[src/rtl/cic_readout_scheduler.sv]
`default_nettype none
// ============================================================================
//  Module   : cic_readout_scheduler
//  Brief    : Frames 24-bit CIC samples onto a back-pressured byte stream with
//             a one-deep pending slot and overrun reporting.
//             Optional header byte {4'hA, seq} enabled by macro HDR_BYTE_EN.
//  Revision : 1.0  initial release
// ============================================================================
module cic_readout_scheduler #(
    parameter int DATA_W    = 24,
    parameter int BYTE_W    = 8,
    parameter int OVR_CNT_W = 8
) (
    input  logic                 clk,
    input  logic                 rst,
    input  logic                 enable,
    input  logic [DATA_W-1:0]    sample_in,
    input  logic                 sample_stb,
    output logic [BYTE_W-1:0]    byte_out,
    output logic                 byte_valid,
    input  logic                 byte_ready,
    output logic                 byte_first,
    output logic                 byte_last,
    output logic                 busy,
    output logic                 overrun,
    output logic [OVR_CNT_W-1:0] ovr_count,
    input  logic                 overrun_clr
);

`ifdef HDR_BYTE_EN
    localparam int C_HDR_N = 1;
`else
    localparam int C_HDR_N = 0;
`endif
    localparam int C_NB    = DATA_W / BYTE_W + C_HDR_N;
    localparam int C_IDX_W = (C_NB > 1) ? $clog2(C_NB) : 1;
    localparam logic [C_IDX_W-1:0] C_LAST_IDX = C_IDX_W'(C_NB - 1);

    typedef enum logic [0:0] {
        S_IDLE = 1'b0,
        S_SEND = 1'b1
    } state_t;

    state_t                 state_q, state_d;
    logic [C_IDX_W-1:0]     idx_q, idx_d;
    logic [DATA_W-1:0]      hold_q, hold_d;
    logic [DATA_W-1:0]      pend_q, pend_d;
    logic                   pend_full_q, pend_full_d;
    logic                   overrun_q, overrun_d;
    logic [OVR_CNT_W-1:0]   ovr_cnt_q, ovr_cnt_d;
`ifdef HDR_BYTE_EN
    logic [3:0]             seq_q, seq_d;
`endif

    logic                   w_accept;
    logic                   w_hs;
    logic                   w_last;
    logic                   w_drop;
    logic [C_IDX_W-1:0]     w_k;
    logic [BYTE_W-1:0]      w_data_byte;

    assign w_accept = sample_stb & enable;
    assign w_hs     = (state_q == S_SEND) & byte_ready;
    assign w_last   = (idx_q == C_LAST_IDX);

    always_comb begin
        state_d     = state_q;
        idx_d       = idx_q;
        hold_d      = hold_q;
        pend_d      = pend_q;
        pend_full_d = pend_full_q;
        overrun_d   = overrun_q;
        ovr_cnt_d   = ovr_cnt_q;
        w_drop      = 1'b0;
`ifdef HDR_BYTE_EN
        seq_d       = seq_q;
`endif
        case (state_q)
            S_IDLE: begin
                if (w_accept) begin
                    hold_d  = sample_in;
                    idx_d   = '0;
                    state_d = S_SEND;
                end
            end
            default: begin
                if (w_hs && w_last) begin
`ifdef HDR_BYTE_EN
                    seq_d = seq_q + 4'd1;
`endif
                    idx_d = '0;
                    // Pending sample (if any) goes first; a coincident strobe
                    // refills the slot it just vacated, so nothing is dropped.
                    if (pend_full_q) begin
                        hold_d = pend_q;
                        if (w_accept) pend_d = sample_in;
                        else          pend_full_d = 1'b0;
                    end else if (w_accept) begin
                        hold_d = sample_in;
                    end else begin
                        state_d = S_IDLE;
                    end
                end else begin
                    if (w_hs) idx_d = idx_q + 1'b1;
                    if (w_accept) begin
                        if (!pend_full_q) begin
                            pend_d      = sample_in;
                            pend_full_d = 1'b1;
                        end else begin
                            w_drop = 1'b1;
                        end
                    end
                end
            end
        endcase

        // A clear coincident with a drop discards that drop.
        if (overrun_clr) begin
            overrun_d = 1'b0;
            ovr_cnt_d = '0;
        end else if (w_drop) begin
            overrun_d = 1'b1;
            if (ovr_cnt_q != {OVR_CNT_W{1'b1}}) ovr_cnt_d = ovr_cnt_q + 1'b1;
        end
    end

    always_ff @(posedge clk or posedge rst) begin
        if (rst) begin
            state_q     <= S_IDLE;
            idx_q       <= '0;
            hold_q      <= '0;
            pend_q      <= '0;
            pend_full_q <= 1'b0;
            overrun_q   <= 1'b0;
            ovr_cnt_q   <= '0;
`ifdef HDR_BYTE_EN
            seq_q       <= 4'd0;
`endif
        end else begin
            state_q     <= state_d;
            idx_q       <= idx_d;
            hold_q      <= hold_d;
            pend_q      <= pend_d;
            pend_full_q <= pend_full_d;
            overrun_q   <= overrun_d;
            ovr_cnt_q   <= ovr_cnt_d;
`ifdef HDR_BYTE_EN
            seq_q       <= seq_d;
`endif
        end
    end

    // Data byte index, excluding the header slot; MSB byte goes out first.
`ifdef HDR_BYTE_EN
    assign w_k = (idx_q == '0) ? '0 : idx_q - 1'b1;
`else
    assign w_k = idx_q;
`endif
    assign w_data_byte = hold_q[DATA_W-1-int'(w_k)*BYTE_W -: BYTE_W];

    always_comb begin
        byte_out = '0;
        if (state_q == S_SEND) begin
`ifdef HDR_BYTE_EN
            if (idx_q == '0) byte_out = BYTE_W'({4'hA, seq_q});
            else             byte_out = w_data_byte;
`else
            byte_out = w_data_byte;
`endif
        end
    end

    assign byte_valid = (state_q == S_SEND);
    assign byte_first = (state_q == S_SEND) & (idx_q == '0);
    assign byte_last  = (state_q == S_SEND) & w_last;
    assign busy       = (state_q != S_IDLE) | pend_full_q;
    assign overrun    = overrun_q;
    assign ovr_count  = ovr_cnt_q;

endmodule
`default_nettype wire

[config.mk]
export PLATFORM = sky130hd
export DESIGN_NAME = cic_readout_scheduler
export DESIGN_NICKNAME = d
export VERILOG_FILES = /design/src/rtl/cic_readout_scheduler.sv
export SDC_FILE = /design/constraint.sdc
export NUM_CORES = 1
export LEC_CHECK = 0
export BUFFER_PORTS_ARGS = -buffer_cell sky130_fd_sc_hd__buf_2
export CORE_MARGIN = 5
export CORE_UTILIZATION = 50
export DETAILED_ROUTE_END_ITERATION = 8
export HOLD_SLACK_MARGIN = 0.1
export PLACE_DENSITY = 0.82
export SETUP_SLACK_MARGIN = 0.5
export SLEW_MARGIN = 20
export SYNTH_ARGS = -nofsm -noshare
export SYNTH_HDL_FRONTEND = slang
export SYNTH_SLANG_ARGS = --single-unit
[constraint.sdc]
create_clock -name clk -period 2.2 [get_ports clk]
set_clock_uncertainty 0.05 [all_clocks]
set_input_delay 0 -clock clk [delete_from_list [all_inputs] [get_ports clk]]
set_output_delay 0 -clock clk [all_outputs]
set_load 0.05 [all_outputs]
==> results.ini <==
[outcome]
status=finished, final reports clean

[sta]
setup_viol=0
final.setup.tns_ns=0
relSlewSlack=0.733
min_period_ns=2.07
hold_viol=0
slew_violations=0
period_share=0.939
rsz0062_at_grt=yes
max_freq_mhz=484
tightestPinTransition_ns=0.397

[clock_network]
worstSkewPairLatency_ns=0.34
clockRootBuffer=clkbuf_8
cts_max_level=3
tritoncts=done
numCtsBuffers=9
clockBufferDepth=2
clock-sinks=61
clkSlewWorstSetupHoldPaths_ns=0.08

[setup_path]
endpoint_kind=output port
worst-r2r-setup-slack_ns=0.28
crit_required_ns=2.15
worstRegToRegCells=8
path_class=flip-flop to output port
critPathLaunchType=flip-flop
crit_fanout=8
crit_arrival_ns=2.02
rr_startpoint=idx_q[0]$_DFFE_PP0P_
worstReg2RegEnd=pend_q[5]$_DFFE_PP0P_

[run]
maxCapViolCount=0

[detailed_routing]
drc=0
drt_iter0_drc=295
drtPass1Iterations=6
wl_per_cell_um=20.7
via_per_inst=6.16
final_antenna_net_count=0
wirelength_um=9480
vias=2817

[power]
ir_drop_mv=1.10
power_density_mw_per_mm2=1540
p_leak_nw=1.89
power_w=0.00674

[floorplanning]
die_w_um=86.1
die_area_sq_mm=0.00742
rows=27
start_util=0.520
num_io_pins=51
die-height_um=86.1
core-area_sq_mm=0.00557

[logic_synthesis]
synthArstFlopShare=1.00
syn_area_per_cell_sq_um=10.3
ys_top_cells_by_count=dfrtp_1, nor2_1, a21oi_1
postSynthCellCount=280
synth_top_flop_cell=dfrtp_1
synth_top_area_frac=0.527
yosys.area.top_type=dfrtp_1
yosysSeqAreaShare=0.527
synth_edf_count=0
synth.most_common_cell=dfrtp_1
synthTopCellsByArea=dfrtp_1, mux2_1, a21oi_1, o22ai_1, nor2_1
ys_types=37
netlist_area_sq_mm=0.00290
syn-num-nets=315
ys_ff_latch=61
yosysWarnings=0

[final_layout]
antenna_cells=0
n_fill_cell=306
regArea_sq_mm=0.00154
layout-drive-gt1-share=0.444
areaGrowthSynthToFinish_pct=50.8
stdcell_count=457
fin_area_sq_mm=0.00437
multi_input_area_sq_mm=0.00164
num-nets-final=415

[global_route]
gr-total-overflow=0
track_usage=0.231
grt_pass1_wl_um=13300
antenna_found_initial=0
grt_pass1_vias=2695
grt_max_degree=29

[place]
port_buffers=50
dp_hpwl_um=4690
place_area_sq_mm=0.00335
placed_cells=394
gp_congestion=0.871

[min_path]
min_path_type=input port to asynchronous set/reset pin

## routing by layer
layer  vias up  track usage  share of wire
met5         -            0              0
met4         0       0.0906          0.035
met3        29       0.0471          0.080
met2       206        0.395           0.50
met1      1361        0.287           0.38
li1       1221            -              -
## worst max-delay path by stage
stage                                         to  cells past startpoint  slack [ns]                 start
after floorplan            pend_q[0]$_DFFE_PP0P_                      7        0.33  idx_q[0]$_DFFE_PP0P_
after global placement               byte_out[5]                      6        0.36  idx_q[1]$_DFFE_PP0P_
after detailed placement             byte_out[5]                      6        0.29  idx_q[1]$_DFFE_PP0P_
after CTS                 pend_q[12]$_DFFE_PP0P_                      8        0.33  idx_q[0]$_DFFE_PP0P_
after global routing                 byte_out[7]                      7        0.09  idx_q[0]$_DFFE_PP0P_
final                                byte_out[7]                      7        0.13  idx_q[0]$_DFFE_PP0P_
## timing repair
item	CTS	global route
endpoints found under the hold margin	122	2
endpoints found under the setup margin	35	62
resized for setup	35	57
pin swaps	2	9
buffers inserted	7	6
hold buffers	29	1
gates cloned	1	3
## cells by family (layout without fill, tap and decap cells)
group,after synthesis,after routing,synth area share
fa+ha+maj,5,5,0.0216
mux,30,30,0.115
flops,61,61,0.527
xor+xnor,2,2,0.00605
buf+inv,21,126,0.0332
simple gates,77,77,0.125
compound gates,84,84,0.172
## layout make-up
cell class,instances,share of cell area
inverters,4,0.00401
well taps,72,0.0206
flip-flops and latches,61,0.352
multi-input cells,198,0.375
clock buffers,11,0.0346
repair buffers,106,0.206
clock inverters,5,0.00802
## per-stage QoR
stage	util	worst slack [ns]	hold slack, ns
after global routing	0.784	0.0901	0.159
after CTS	0.721	0.327	-0.130
after detailed placement	0.602	0.290	-0.0565
final	0.784	0.135	0.126
after global placement	0.602	0.364	-0.0647
after floorplan	-	0.330	0.0847
## power by group
| group | internal (W) | total [W] | switching [W] |
|---|---|---|---|
| Combinational | 0.00166 | 0.00379 | 0.00213 |
| Sequential | 0.00161 | 0.00200 | 0.000392 |
| Clock | 0.000468 | 0.000947 | 0.000479 |
| Total | 0.00374 | 0.00674 | 0.00300 |
## critical path, stage by stage (launching register included)
cell and delay (ns):
dfrtp_2 0.42, inv_4 0.06, ha_4 0.35, mux2i_2 0.25, nor2_1 0.08, a31oi_1 0.27
nor2_2 0.09, buf_6 0.16
## sequential cells by signal, summed over array words and instances (netlist names)
register	cells
ovr_count	8
byte_valid	1
pend_full_q	1
hold_q	24
overrun	1
idx_q	2
pend_q	24
## cells in the final DEF, fill, tap and decap left out, types with 2 or more instances in the layout
cell | synthesis | final
a21oi_1 | 32 | 25
ha_4 | 0 | 2
buf_2 | 5 | 43
nand4_1 | 2 | 2
a21oi_2 | 0 | 2
nand3_1 | 6 | 6
dlygate4sd3_1 | 0 | 30
buf_4 | 3 | 13
and2_1 | 3 | 2
nor2_1 | 39 | 24
clkbuf_16 | 0 | 2
nor2_2 | 0 | 12
ha_1 | 5 | 2
mux2_4 | 0 | 25
mux2i_1 | 4 | 3
a21oi_4 | 0 | 5
dfrtp_2 | 0 | 9
nand2_1 | 13 | 12
dfrtp_1 | 61 | 52
buf_6 | 0 | 15
inv_1 | 4 | 2
buf_12 | 0 | 2
o21ai_2 | 0 | 5
clkinvlp_4 | 0 | 4
o21ai_0 | 12 | 7
o22ai_1 | 24 | 24
a31oi_1 | 6 | 6
nand2b_1 | 4 | 3
clkbuf_8 | 0 | 11
nor2b_1 | 3 | 2
nor2_4 | 0 | 3
Note: power is estimated with default switching activity, not from simulation.
